### src/rtl/id_stage_if.sv
// Fetch-to-decode-to-execute handshake bundle for the RV32I decode stage.
// The master side is the environment (fetch source and execute sink);
// the slave side is the decode stage itself.
interface id_stage_if #(
  parameter int XLEN = 32
);
  // Pipeline control
  logic            flush;

  // Fetch side
  logic            in_valid;
  logic            in_ready;
  logic [31:0]     in_instr;
  logic [XLEN-1:0] in_pc;

  // Execute side
  logic            out_valid;
  logic            out_ready;
  logic [15:0]     out_ctrl;
  logic [XLEN-1:0] out_imm;
  logic [4:0]      out_rs1;
  logic [4:0]      out_rs2;
  logic [4:0]      out_rd;
  logic [2:0]      out_funct3;
  logic [XLEN-1:0] out_pc;
  logic            out_illegal;

  modport master (
    output flush,
    output in_valid,
    output in_instr,
    output in_pc,
    output out_ready,
    input  in_ready,
    input  out_valid,
    input  out_ctrl,
    input  out_imm,
    input  out_rs1,
    input  out_rs2,
    input  out_rd,
    input  out_funct3,
    input  out_pc,
    input  out_illegal
  );

  modport slave (
    input  flush,
    input  in_valid,
    input  in_instr,
    input  in_pc,
    input  out_ready,
    output in_ready,
    output out_valid,
    output out_ctrl,
    output out_imm,
    output out_rs1,
    output out_rs2,
    output out_rd,
    output out_funct3,
    output out_pc,
    output out_illegal
  );
endinterface

### src/rtl/id_stage.sv
// Registered RV32I instruction-decode stage.
// Decodes one instruction per cycle into a control bundle, a sign-extended
// immediate and register indices, with valid/ready handshaking, an optional
// 2-entry skid buffer, flush, illegal detection and optional M decode.
// Note: rst_n is active-high despite its name (1 = reset).
module id_stage #(
  parameter int XLEN     = 32,
  parameter bit ENABLE_M = 1'b1,
  parameter bit SKID     = 1'b1
) (
  input logic   clk,
  input logic   rst_n,
  id_stage_if.slave bus
);

  // Major opcodes
  localparam logic [6:0] OPC_OP     = 7'b0110011;
  localparam logic [6:0] OPC_OP_IMM = 7'b0010011;
  localparam logic [6:0] OPC_LOAD   = 7'b0000011;
  localparam logic [6:0] OPC_STORE  = 7'b0100011;
  localparam logic [6:0] OPC_BRANCH = 7'b1100011;
  localparam logic [6:0] OPC_JAL    = 7'b1101111;
  localparam logic [6:0] OPC_JALR   = 7'b1100111;
  localparam logic [6:0] OPC_LUI    = 7'b0110111;
  localparam logic [6:0] OPC_AUIPC  = 7'b0010111;

  // R-type funct7 classes
  localparam logic [6:0] F7_BASE = 7'b0000000;
  localparam logic [6:0] F7_ALT  = 7'b0100000;
  localparam logic [6:0] F7_MUL  = 7'b0000001;

  // funct3 values with special meaning
  localparam logic [2:0] F3_ADD = 3'b000;
  localparam logic [2:0] F3_SRL = 3'b101;
  localparam logic [2:0] F3_BEQ = 3'b000;
  localparam logic [2:0] F3_BNE = 3'b001;

  // Control bundle bit positions
  localparam int C_ALU_SRC_IMM = 4;
  localparam int C_REG_WRITE   = 5;
  localparam int C_MEM_TO_REG  = 6;
  localparam int C_MEM_WRITE   = 7;
  localparam int C_MEM_READ    = 8;
  localparam int C_BRANCH      = 9;
  localparam int C_JALR        = 10;
  localparam int C_JAL         = 11;
  localparam int C_BRANCH_NE   = 12;
  localparam int C_MUL         = 13;
  localparam int C_LUI         = 14;
  localparam int C_AUIPC       = 15;

  // One decoded instruction as it is held in the output or skid register
  typedef struct packed {
    logic [15:0]     ctrl;
    logic [XLEN-1:0] imm;
    logic [4:0]      rs1;
    logic [4:0]      rs2;
    logic [4:0]      rd;
    logic [2:0]      funct3;
    logic [XLEN-1:0] pc;
    logic            illegal;
  } bundle_t;

  logic [6:0]  opcode;
  logic [2:0]  funct3;
  logic [6:0]  funct7;
  logic [4:0]  rd_field;

  logic [31:0] imm_i;
  logic [31:0] imm_s;
  logic [31:0] imm_b;
  logic [31:0] imm_u;
  logic [31:0] imm_j;

  logic [15:0] ctrl_raw;
  logic [31:0] imm_sel;
  logic        illegal;
  logic        reg_write;
  bundle_t     dec;

  bundle_t     out_q;
  logic        out_valid_q;
  logic        in_ready_w;

  assign opcode   = bus.in_instr[6:0];
  assign funct3   = bus.in_instr[14:12];
  assign funct7   = bus.in_instr[31:25];
  assign rd_field = bus.in_instr[11:7];

  // Raw 32-bit immediates for each format; widened to XLEN by sign extension
  assign imm_i = {{20{bus.in_instr[31]}}, bus.in_instr[31:20]};
  assign imm_s = {{20{bus.in_instr[31]}}, bus.in_instr[31:25], bus.in_instr[11:7]};
  assign imm_b = {{19{bus.in_instr[31]}}, bus.in_instr[31], bus.in_instr[7],
                  bus.in_instr[30:25], bus.in_instr[11:8], 1'b0};
  assign imm_u = {bus.in_instr[31:12], 12'b0};
  assign imm_j = {{11{bus.in_instr[31]}}, bus.in_instr[31], bus.in_instr[19:12],
                  bus.in_instr[20], bus.in_instr[30:21], 1'b0};

  // Per-opcode control decode, immediate selection and illegal detection
  always_comb begin
    ctrl_raw = '0;
    imm_sel  = '0;
    illegal  = 1'b0;
    case (opcode)
      OPC_OP: begin
        if (funct7 == F7_BASE) begin
          ctrl_raw[3:0]         = {1'b0, funct3};
          ctrl_raw[C_REG_WRITE] = 1'b1;
        end else if (funct7 == F7_ALT) begin
          if (funct3 == F3_ADD || funct3 == F3_SRL) begin
            ctrl_raw[3:0]         = {1'b1, funct3};
            ctrl_raw[C_REG_WRITE] = 1'b1;
          end else begin
            illegal = 1'b1;
          end
        end else if (funct7 == F7_MUL && ENABLE_M) begin
          ctrl_raw[C_MUL]       = 1'b1;
          ctrl_raw[C_REG_WRITE] = 1'b1;
        end else begin
          illegal = 1'b1;
        end
      end
      OPC_OP_IMM: begin
        ctrl_raw[3:0]           = {(funct3 == F3_SRL) & funct7[5], funct3};
        ctrl_raw[C_ALU_SRC_IMM] = 1'b1;
        ctrl_raw[C_REG_WRITE]   = 1'b1;
        imm_sel                 = imm_i;
      end
      OPC_LOAD: begin
        ctrl_raw[C_ALU_SRC_IMM] = 1'b1;
        ctrl_raw[C_REG_WRITE]   = 1'b1;
        ctrl_raw[C_MEM_TO_REG]  = 1'b1;
        ctrl_raw[C_MEM_READ]    = 1'b1;
        imm_sel                 = imm_i;
      end
      OPC_STORE: begin
        ctrl_raw[C_ALU_SRC_IMM] = 1'b1;
        ctrl_raw[C_MEM_WRITE]   = 1'b1;
        imm_sel                 = imm_s;
      end
      OPC_BRANCH: begin
        ctrl_raw[C_BRANCH]    = 1'b1;
        ctrl_raw[C_BRANCH_NE] = (funct3 == F3_BNE);
        imm_sel               = imm_b;
        illegal               = (funct3 != F3_BEQ) && (funct3 != F3_BNE);
      end
      OPC_JAL: begin
        ctrl_raw[C_JAL]       = 1'b1;
        ctrl_raw[C_REG_WRITE] = 1'b1;
        imm_sel               = imm_j;
      end
      OPC_JALR: begin
        ctrl_raw[C_JALR]        = 1'b1;
        ctrl_raw[C_REG_WRITE]   = 1'b1;
        ctrl_raw[C_ALU_SRC_IMM] = 1'b1;
        imm_sel                 = imm_i;
      end
      OPC_LUI: begin
        ctrl_raw[C_LUI]       = 1'b1;
        ctrl_raw[C_REG_WRITE] = 1'b1;
        imm_sel               = imm_u;
      end
      OPC_AUIPC: begin
        ctrl_raw[C_AUIPC]     = 1'b1;
        ctrl_raw[C_REG_WRITE] = 1'b1;
        imm_sel               = imm_u;
      end
      default: begin
        illegal = 1'b1;
      end
    endcase
  end

  // Writes to x0 are dropped, illegal encodings carry no control, and rd is
  // only reported when something will actually be written back
  always_comb begin
    dec                  = '0;
    reg_write            = ctrl_raw[C_REG_WRITE] && (rd_field != 5'd0) && !illegal;
    dec.ctrl             = illegal ? 16'h0000 : ctrl_raw;
    dec.ctrl[C_REG_WRITE] = reg_write;
    dec.imm              = XLEN'($signed(imm_sel));
    dec.rs1              = bus.in_instr[19:15];
    dec.rs2              = bus.in_instr[24:20];
    dec.rd               = reg_write ? rd_field : 5'd0;
    dec.funct3           = funct3;
    dec.pc               = bus.in_pc;
    dec.illegal          = illegal;
  end

  generate
    if (SKID) begin : g_skid
      bundle_t skid_q;
      logic    skid_valid_q;
      logic    in_ready_q;
      logic    in_fire;
      logic    out_fire;

      assign in_fire  = bus.in_valid & in_ready_q;
      assign out_fire = out_valid_q & bus.out_ready;

      // Output register plus one skid entry; the skid entry refills the output
      // whenever the output drains, so order is kept across back-pressure
      always_ff @(posedge clk) begin
        if (rst_n) begin
          out_valid_q  <= 1'b0;
          skid_valid_q <= 1'b0;
          in_ready_q   <= 1'b0;
          out_q        <= '0;
          skid_q       <= '0;
        end else if (bus.flush) begin
          out_valid_q  <= 1'b0;
          skid_valid_q <= 1'b0;
          in_ready_q   <= 1'b1;
        end else if (out_fire || !out_valid_q) begin
          if (skid_valid_q) begin
            out_q        <= skid_q;
            out_valid_q  <= 1'b1;
            if (in_fire) begin
              skid_q <= dec;
            end
            skid_valid_q <= in_fire;
            in_ready_q   <= !in_fire;
          end else begin
            if (in_fire) begin
              out_q <= dec;
            end
            out_valid_q <= in_fire;
            in_ready_q  <= 1'b1;
          end
        end else if (in_fire) begin
          skid_q       <= dec;
          skid_valid_q <= 1'b1;
          in_ready_q   <= 1'b0;
        end
      end

      assign in_ready_w = in_ready_q;
    end else begin : g_noskid
      logic in_fire;
      logic out_fire;

      assign in_ready_w = !rst_n && (!out_valid_q || bus.out_ready);
      assign in_fire    = bus.in_valid & in_ready_w;
      assign out_fire   = out_valid_q & bus.out_ready;

      // Single output register; a simultaneous in/out transfer replaces it
      always_ff @(posedge clk) begin
        if (rst_n) begin
          out_valid_q <= 1'b0;
          out_q       <= '0;
        end else if (bus.flush) begin
          out_valid_q <= 1'b0;
        end else if (in_fire) begin
          out_q       <= dec;
          out_valid_q <= 1'b1;
        end else if (out_fire) begin
          out_valid_q <= 1'b0;
        end
      end
    end
  endgenerate

  assign bus.in_ready    = in_ready_w;
  assign bus.out_valid   = out_valid_q;
  assign bus.out_ctrl    = out_q.ctrl;
  assign bus.out_imm     = out_q.imm;
  assign bus.out_rs1     = out_q.rs1;
  assign bus.out_rs2     = out_q.rs2;
  assign bus.out_rd      = out_q.rd;
  assign bus.out_funct3  = out_q.funct3;
  assign bus.out_pc      = out_q.pc;
  assign bus.out_illegal = out_q.illegal;

endmodule

### src/flat_wrapper.sv
// flat-port wrapper written by rule: the top's interface ports become plain ports
module id_stage_flat 
#(
  parameter int XLEN     = 32,
  parameter bit ENABLE_M = 1'b1,
  parameter bit SKID     = 1'b1
)
  (clk, rst_n, bus_flush, bus_in_valid, bus_in_instr, bus_in_pc, bus_out_ready, bus_in_ready, bus_out_valid, bus_out_ctrl, bus_out_imm, bus_out_rs1, bus_out_rs2, bus_out_rd, bus_out_funct3, bus_out_pc, bus_out_illegal);
  id_stage_if #(.XLEN(XLEN)) bus_i ();
  input logic clk;
  input logic rst_n;
  input wire logic [$bits(bus_i.flush)-1:0] bus_flush;
  input wire logic [$bits(bus_i.in_valid)-1:0] bus_in_valid;
  input wire logic [$bits(bus_i.in_instr)-1:0] bus_in_instr;
  input wire logic [$bits(bus_i.in_pc)-1:0] bus_in_pc;
  input wire logic [$bits(bus_i.out_ready)-1:0] bus_out_ready;
  output wire logic [$bits(bus_i.in_ready)-1:0] bus_in_ready;
  output wire logic [$bits(bus_i.out_valid)-1:0] bus_out_valid;
  output wire logic [$bits(bus_i.out_ctrl)-1:0] bus_out_ctrl;
  output wire logic [$bits(bus_i.out_imm)-1:0] bus_out_imm;
  output wire logic [$bits(bus_i.out_rs1)-1:0] bus_out_rs1;
  output wire logic [$bits(bus_i.out_rs2)-1:0] bus_out_rs2;
  output wire logic [$bits(bus_i.out_rd)-1:0] bus_out_rd;
  output wire logic [$bits(bus_i.out_funct3)-1:0] bus_out_funct3;
  output wire logic [$bits(bus_i.out_pc)-1:0] bus_out_pc;
  output wire logic [$bits(bus_i.out_illegal)-1:0] bus_out_illegal;
  assign bus_i.flush = bus_flush;
  assign bus_i.in_valid = bus_in_valid;
  assign bus_i.in_instr = bus_in_instr;
  assign bus_i.in_pc = bus_in_pc;
  assign bus_i.out_ready = bus_out_ready;
  assign bus_in_ready = bus_i.in_ready;
  assign bus_out_valid = bus_i.out_valid;
  assign bus_out_ctrl = bus_i.out_ctrl;
  assign bus_out_imm = bus_i.out_imm;
  assign bus_out_rs1 = bus_i.out_rs1;
  assign bus_out_rs2 = bus_i.out_rs2;
  assign bus_out_rd = bus_i.out_rd;
  assign bus_out_funct3 = bus_i.out_funct3;
  assign bus_out_pc = bus_i.out_pc;
  assign bus_out_illegal = bus_i.out_illegal;
  id_stage #(.XLEN(XLEN), .ENABLE_M(ENABLE_M), .SKID(SKID)) u_core (.clk(clk), .rst_n(rst_n), .bus(bus_i));
endmodule
### config.mk
export PLATFORM = sky130hd
export DESIGN_NAME = id_stage_flat
export DESIGN_NICKNAME = d
export VERILOG_FILES = /design/src/rtl/id_stage_if.sv /design/src/rtl/id_stage.sv /design/src/flat_wrapper.sv
export SDC_FILE = /design/constraint.sdc
export NUM_CORES = 1
export LEC_CHECK = 0
export BUFFER_PORTS_ARGS = -buffer_cell sky130_fd_sc_hd__buf_2
export CAP_MARGIN = 20
export CORE_UTILIZATION = 34
export CTS_CLUSTER_SIZE = 28
export DETAILED_ROUTE_END_ITERATION = 8
export HOLD_SLACK_MARGIN = 0.06
export PLACE_DENSITY = 0.59
export SLEW_MARGIN = 15
export SYNTH_ARGS = -nofsm -noshare
export SYNTH_HDL_FRONTEND = slang
export SYNTH_SLANG_ARGS = --single-unit
### constraint.sdc
create_clock -name clk -period 2.31 [get_ports clk]
set_input_delay 0.462 -clock clk [delete_from_list [all_inputs] [get_ports clk]]
set_output_delay 0.462 -clock clk [all_outputs]
set_load 0.1 [all_outputs]
======== After elaboration in Yosys (flattened, before gate mapping) ========
Index checks and enable logic that the tools add are counted.
operators by class
  equality and inequality tests ........... 15
  multiplexer cells ....................... 42
  bitwise operators ....................... 4
  reduce and logical (&&, ||, !) cells .... 23
operator list
  kind                                                 count
  2-to-1 mux 99 bit                                    5
  one-hot mux 32 bit (5 select lines)                  1
  equality test 7 x 6 -> 1 bit, second input constant  4
  2-to-1 mux 1 bit                                     28
  equality test 7 bit, second input constant           3
  2-to-1 mux 16 bit                                    1
  equality test 7 x 5 -> 1 bit, second input constant  2
  2-to-1 mux 4 bit                                     3
  one-hot mux 4 bit (2 select lines)                   1
  equality test 7 x 1 -> 1 bit, second input constant  1
  equality test 7 x 2 -> 1 bit, second input constant  1
  zero test 7 bit                                      1
  OR reduction 7 bit                                   1
  nonzero test 3 bit                                   2
  OR reduction 6 bit                                   1
  2-to-1 mux 5 bit                                     1
  nonzero test 5 bit                                   1
  nonzero test 2 bit                                   2
  OR reduction 2 bit                                   2
  OR reduction 4 bit                                   1
  bitwise AND 1 bit                                    3
  equality test 3 x 1 -> 1 bit, second input constant  1
  equality test 3 bit, second input constant           1
  logical AND 1 bit                                    3
  11 further kinds                                     14
storage, ports and cells
  register bits ........................... 201
  output and inout port bits .............. 101

======== Longest topological paths before layout ========
  word-level depth ........................ 12
  mapped depth ............................ 9
  mapped depth without buffers ............ 6

======== Least setup slack after synthesis ========
No wires, ideal clock.
  path kind ............................... reg-to-reg
  start ................................... reg u_core.g_skid.in_ready_q, in the netlist u_core.bus.in_ready
  end ..................................... reg u_core.g_skid.skid_q[13] (netlist bit)
  arrival time ............................ 2.422 ns
  data required time ...................... 2.240 ns
  slack ................................... -0.183 ns
  stages on the path, launching flop included .. 7
  clock period less this slack ............ 2.493 ns
  cell sequence ........................... dfxtp_1 nand2_1 nor3_2 clkbuf_1 clkbuf_1 nand2_1 a21oi_1
between the ends
  longest elaborated chain between the ends .. 4
RTL lines
  what                      RTL line         text
  start: declaration        id_stage.sv:194  logic in_ready_q;
  start signal: assignment  id_stage.sv:222  in_ready_q <= !in_fire;
  bitwise AND 1 bit (*)     id_stage.sv:198  assign in_fire = bus.in_valid & in_ready_q;
  2-to-1 mux 99 bit (*)     -
  2-to-1 mux 99 bit         -
  2-to-1 mux 99 bit (*)     -
  end signal: assignment    id_stage.sv:209  skid_q <= '0;
  end signal: assignment    id_stage.sv:219  skid_q <= dec;
  end signal: assignment    id_stage.sv:231  skid_q <= dec;
  end: declaration          id_stage.sv:192  bundle_t skid_q;
Mark *: on every way between the ends. The rest lies on a longest branch, timed or not. The select of a mux whose other input is x is not followed.
A chain may end at the register's enable or synchronous reset.

======== Worst setup path after layout ========
  start ................................... reg u_core.g_skid.skid_valid_q
  end ..................................... reg u_core.out_q (netlist bit u_core.bus.out_imm[14])
between the ends
  longest elaborated chain between the ends .. 2
  elaborated cells between the ends (all ways) .. 3
RTL lines
  what                           RTL line         text
  start: declaration             id_stage.sv:193  logic skid_valid_q;
  start signal: assignment       id_stage.sv:221  skid_valid_q <= in_fire;
  nonzero test 2 bit (no line)   -
  AND reduction 3 bit (no line)  -
  end signal: assignment         id_stage.sv:216  out_q <= skid_q;
  end: declaration               id_stage.sv:81   bundle_t out_q;
Several ways; a longest one is shown, not always the timed one.

==> reports/metrics.yaml <==
outcome:
  status: "finished clean"
placed_design:
  pre_cts_ws_ps: 55.7
  portBuffers: 169
  gp_congestion: 0.793
  place_hpwl_um: 16000
timing:
  period_needed_ps: 2120
  layout_setup_ws_ps: 192
  setup_viol: 0
  rsz0062_at_grt: "false"
  slew_headroom_pct: 53.8
  fin_hold_ws_ps: 266
  drv_slew: 0
  final-hold-violation-count: 0
  tns_ps: 0
  worstMarginPinSlew_ps: 693
  fmax_mhz: 472
  post-route-period-util_pct: 91.7
  skew_ps: 15.6
finish:
  syn2layout_area_growth_pct: 24.2
  drive_above_1_share_pct: 22.6
  multiInputGateArea_um2: 3860
  n_fill_cell: 2392
  regArea_um2: 3990
  num-nets-final: 1198
worst_setup_path:
  max_stage_delay_ps: 570
  cp.required_ps: 2600
  cpMaxStageDelayCell: "a211oi_2"
  worst_ep_arrival_time_ps: 2410
  cp-end-kind: "flop"
  start_kind: "flop"
  reg2regPathDepth: 5
  crit_buf_inv: 1
  crit_chain: "a21oi_1 > or3_1 > buf_12 > a211oi_2 > a221oi_1"
  crit_type: "flop to flop"
  r2r_end: "u_core.bus.out_imm[14]$_SDFFE_PP0P_"
  critical_path.top_delay_family: "compound AO/OA/AOI/OAI gates"
  r2r_slack_ps: 190
  rr_startpoint: "u_core.g_skid.skid_valid_q$_SDFFE_PP0P_"
  cp_max_fo: 18
worst_hold_path:
  hold_end: "u_core.g_skid.skid_q[10]$_SDFFE_PP0P_"
  holdPathStages: 3
  min_path_type: "input port to flop"
  min-delay-start: "bus_in_pc[9]"
global_route:
  grt_first_pass_wirelength_um: 37500
  track_usage_pct: 19.5
  grt_pass1_vias: 6893
  gr-total-overflow: 0
  grt_antenna_before_repair: 1
  grt_max_degree: 86
die:
  die_w_um: 157
  dieArea_um2: 24700
  rows: 56
  coreArea_um2: 23500
  die_y_um: 157
  start_util_pct: 34.8
  num_io_pins: 170
synthesis:
  synth_seq_cells: 199
  yosysSeqAreaShare_pct: 48.6
  synth_largest_area_cell: "dfxtp_1"
  syn_area_um2: 8190
  avgSynthCellArea_um2: 8.33
  syn_inst: 983
  synth.distinct_cells: 50
  synth_warnings: 0
  synthTopCellsByCount: "199 x dfxtp_1, 170 x nand2_1, 107 x nor2_1, 103 x a21oi_1, 81 x a211oi_1"
  yosys_most_used_dff: "dfxtp_1"
  synth.top_cell.area_share_pct: 48.6
  synthTopCellsByArea: "dfxtp_1 49%, nand2_1 7.8%, a211oi_1 7.4%"
  yosysMostFrequentCell: "dfxtp_1"
  synth_fp_nets: 1052
  asyncSetResetFlopFracSynth_pct: 0
  synth-edff-count: 0
clock_network:
  clk_latency_ps: 440
  cts_root_buf: "clkbuf_16"
  htreeDepth: 4
  numCtsBuffers: 17
  clk_pin_slew_ps: 80
  cts_setup_buffers: 0
  cts.repair.resized: 0
  clock_tree.buffer_depth: 2
  clkSinkCount: 199
  cts_tree: "done"
  holdBufCountCts: 0
flow_run:
  maxCapViolCount: 0
power_and_ir_drop:
  power.share.sequential_pct: 46.4
  ir_drop_uv: 408
  sw_frac_of_total_pct: 30.8
  internal_power_w: 0.00528
  p_leak_nw: 3.82
  switchingPower_w: 0.00234
  power_density_nw_per_um2: 749
  p_clk_share_pct: 39.8
  p_comb_share_pct: 13.8
detailed_routing:
  drt-initial-drc-count: 538
  vias: 7582
  drt_first_pass_iters: 5
  drtAntennaViolNets: 0
  wire_per_inst_um: 16.5
  post-route-drc-count: 0
  wl_um: 24100
  viasPerCell: 5.19
placed cells by master, fill, tap and decap left out, types with 4 or more instances in the layout:
cell type	netlist	layout
nand3_1	37	37
a211oi_1	81	81
buf_2	9	168
a22o_1	6	6
inv_6	0	6
nor2_1	107	107
mux2i_1	47	47
a21oi_1	103	103
a22oi_1	6	6
and3_1	8	8
nand2_1	170	170
a31oi_1	5	5
a221oi_1	12	12
a311oi_1	6	6
buf_4	2	38
dfxtp_1	199	196
o21ai_0	35	35
buf_12	0	9
nor3_1	10	10
clkbuf_16	0	17
or3_1	5	4
a21o_1	12	12
cell families after synthesis:
kind of cell / synth area share (%)
and+or+nand+nor: 19.4
AOI/OAI and AO/OA: 21.6
DFF: 48.6
buffers and inverters: 4.40
muxes: 5.74
xor gates and xnor gates: 0.107
adders and majority gates: 0.122
flip-flops by register name, summed over array words and instances, names as in the netlist, 3 cells and up:
signal,flops
u_core.g_skid.skid_q,98
u_core.bus.out_imm,32
u_core.bus.out_pc,32
u_core.bus.out_ctrl,15
u_core.bus.out_rd,5
u_core.bus.out_rs1,5
u_core.bus.out_rs2,5
u_core.bus.out_funct3,3
area by class of cell:
| class | instances | area share, % |
|---|---|---|
| antenna | 1 | 0.0246 |
| inverter | 2 | 0.0738 |
| multi-input combinational | 693 | 37.9 |
| timing repair buffer | 216 | 12.9 |
| clock inverter | 15 | 1.70 |
| sequential | 199 | 39.2 |
| tap | 319 | 3.92 |
| clock buffer | 17 | 4.18 |
worst reg2reg max path: cells and delay by family, from the launching register on:
kind	cells	cell delay (ps)
AO/OA/AOI/OAI	3	890
buffers and inverters	1	180
AND/OR/NAND/NOR	1	410
flip-flops	1	490
power groups by stage:
stage,sequential (W),combinational [W],clock (W)
floorplan,0.00412,0.000268,0
CTS,0.00354,0.00105,0.00310
global placement,0.00362,0.00105,0
finish,0.00354,0.00105,0.00303
global route,0.00355,0.00111,0.00324
detailed placement,0.00362,0.00105,0
worst max-delay path by stage:
stage,startpoint,to,slack [ps],cells after the start
final,u_core.g_skid.skid_valid_q$_SDFFE_PP0P_,u_core.bus.out_imm[14]$_SDFFE_PP0P_,190,5
after detailed placement,bus_in_instr[3],u_core.bus.out_ctrl[5]$_SDFFE_PP0P_,60,7
after global routing,u_core.g_skid.skid_valid_q$_SDFFE_PP0P_,u_core.bus.out_imm[14]$_SDFFE_PP0P_,90,5
after CTS,u_core.g_skid.skid_valid_q$_SDFFE_PP0P_,u_core.bus.out_imm[12]$_SDFFE_PP0P_,220,5
after global placement,bus_in_instr[3],u_core.bus.out_ctrl[5]$_SDFFE_PP0P_,90,7
after floorplan,u_core.bus.out_valid$_SDFFE_PP0N_,u_core.g_skid.skid_q[13]$_SDFFE_PP0P_,140,7
stage by stage:
stage	instance area [um2]	power (W)	std cells	utilization [%]
after detailed placement	9580	0.00467	1429	40.7
after global routing	10200	0.00789	1462	43.2
final	10200	0.00762	1462	43.2
after CTS	10200	0.00769	1461	43.2
after global placement	9580	0.00467	1429	40.7
after floorplan	8190	0.00438	983	-
routing by layer:
layer | track usage [%] | share of wire (%) | routed length [um]
met1 | 28.1 | 49 | 11800
met2 | 28.4 | 44 | 10500
met3 | 4.13 | 5.8 | 1400
met4 | 6.89 | 1.9 | 462
met5 | 0 | 0 | 0
No activity file was read; power rests on OpenSTA's default activity.
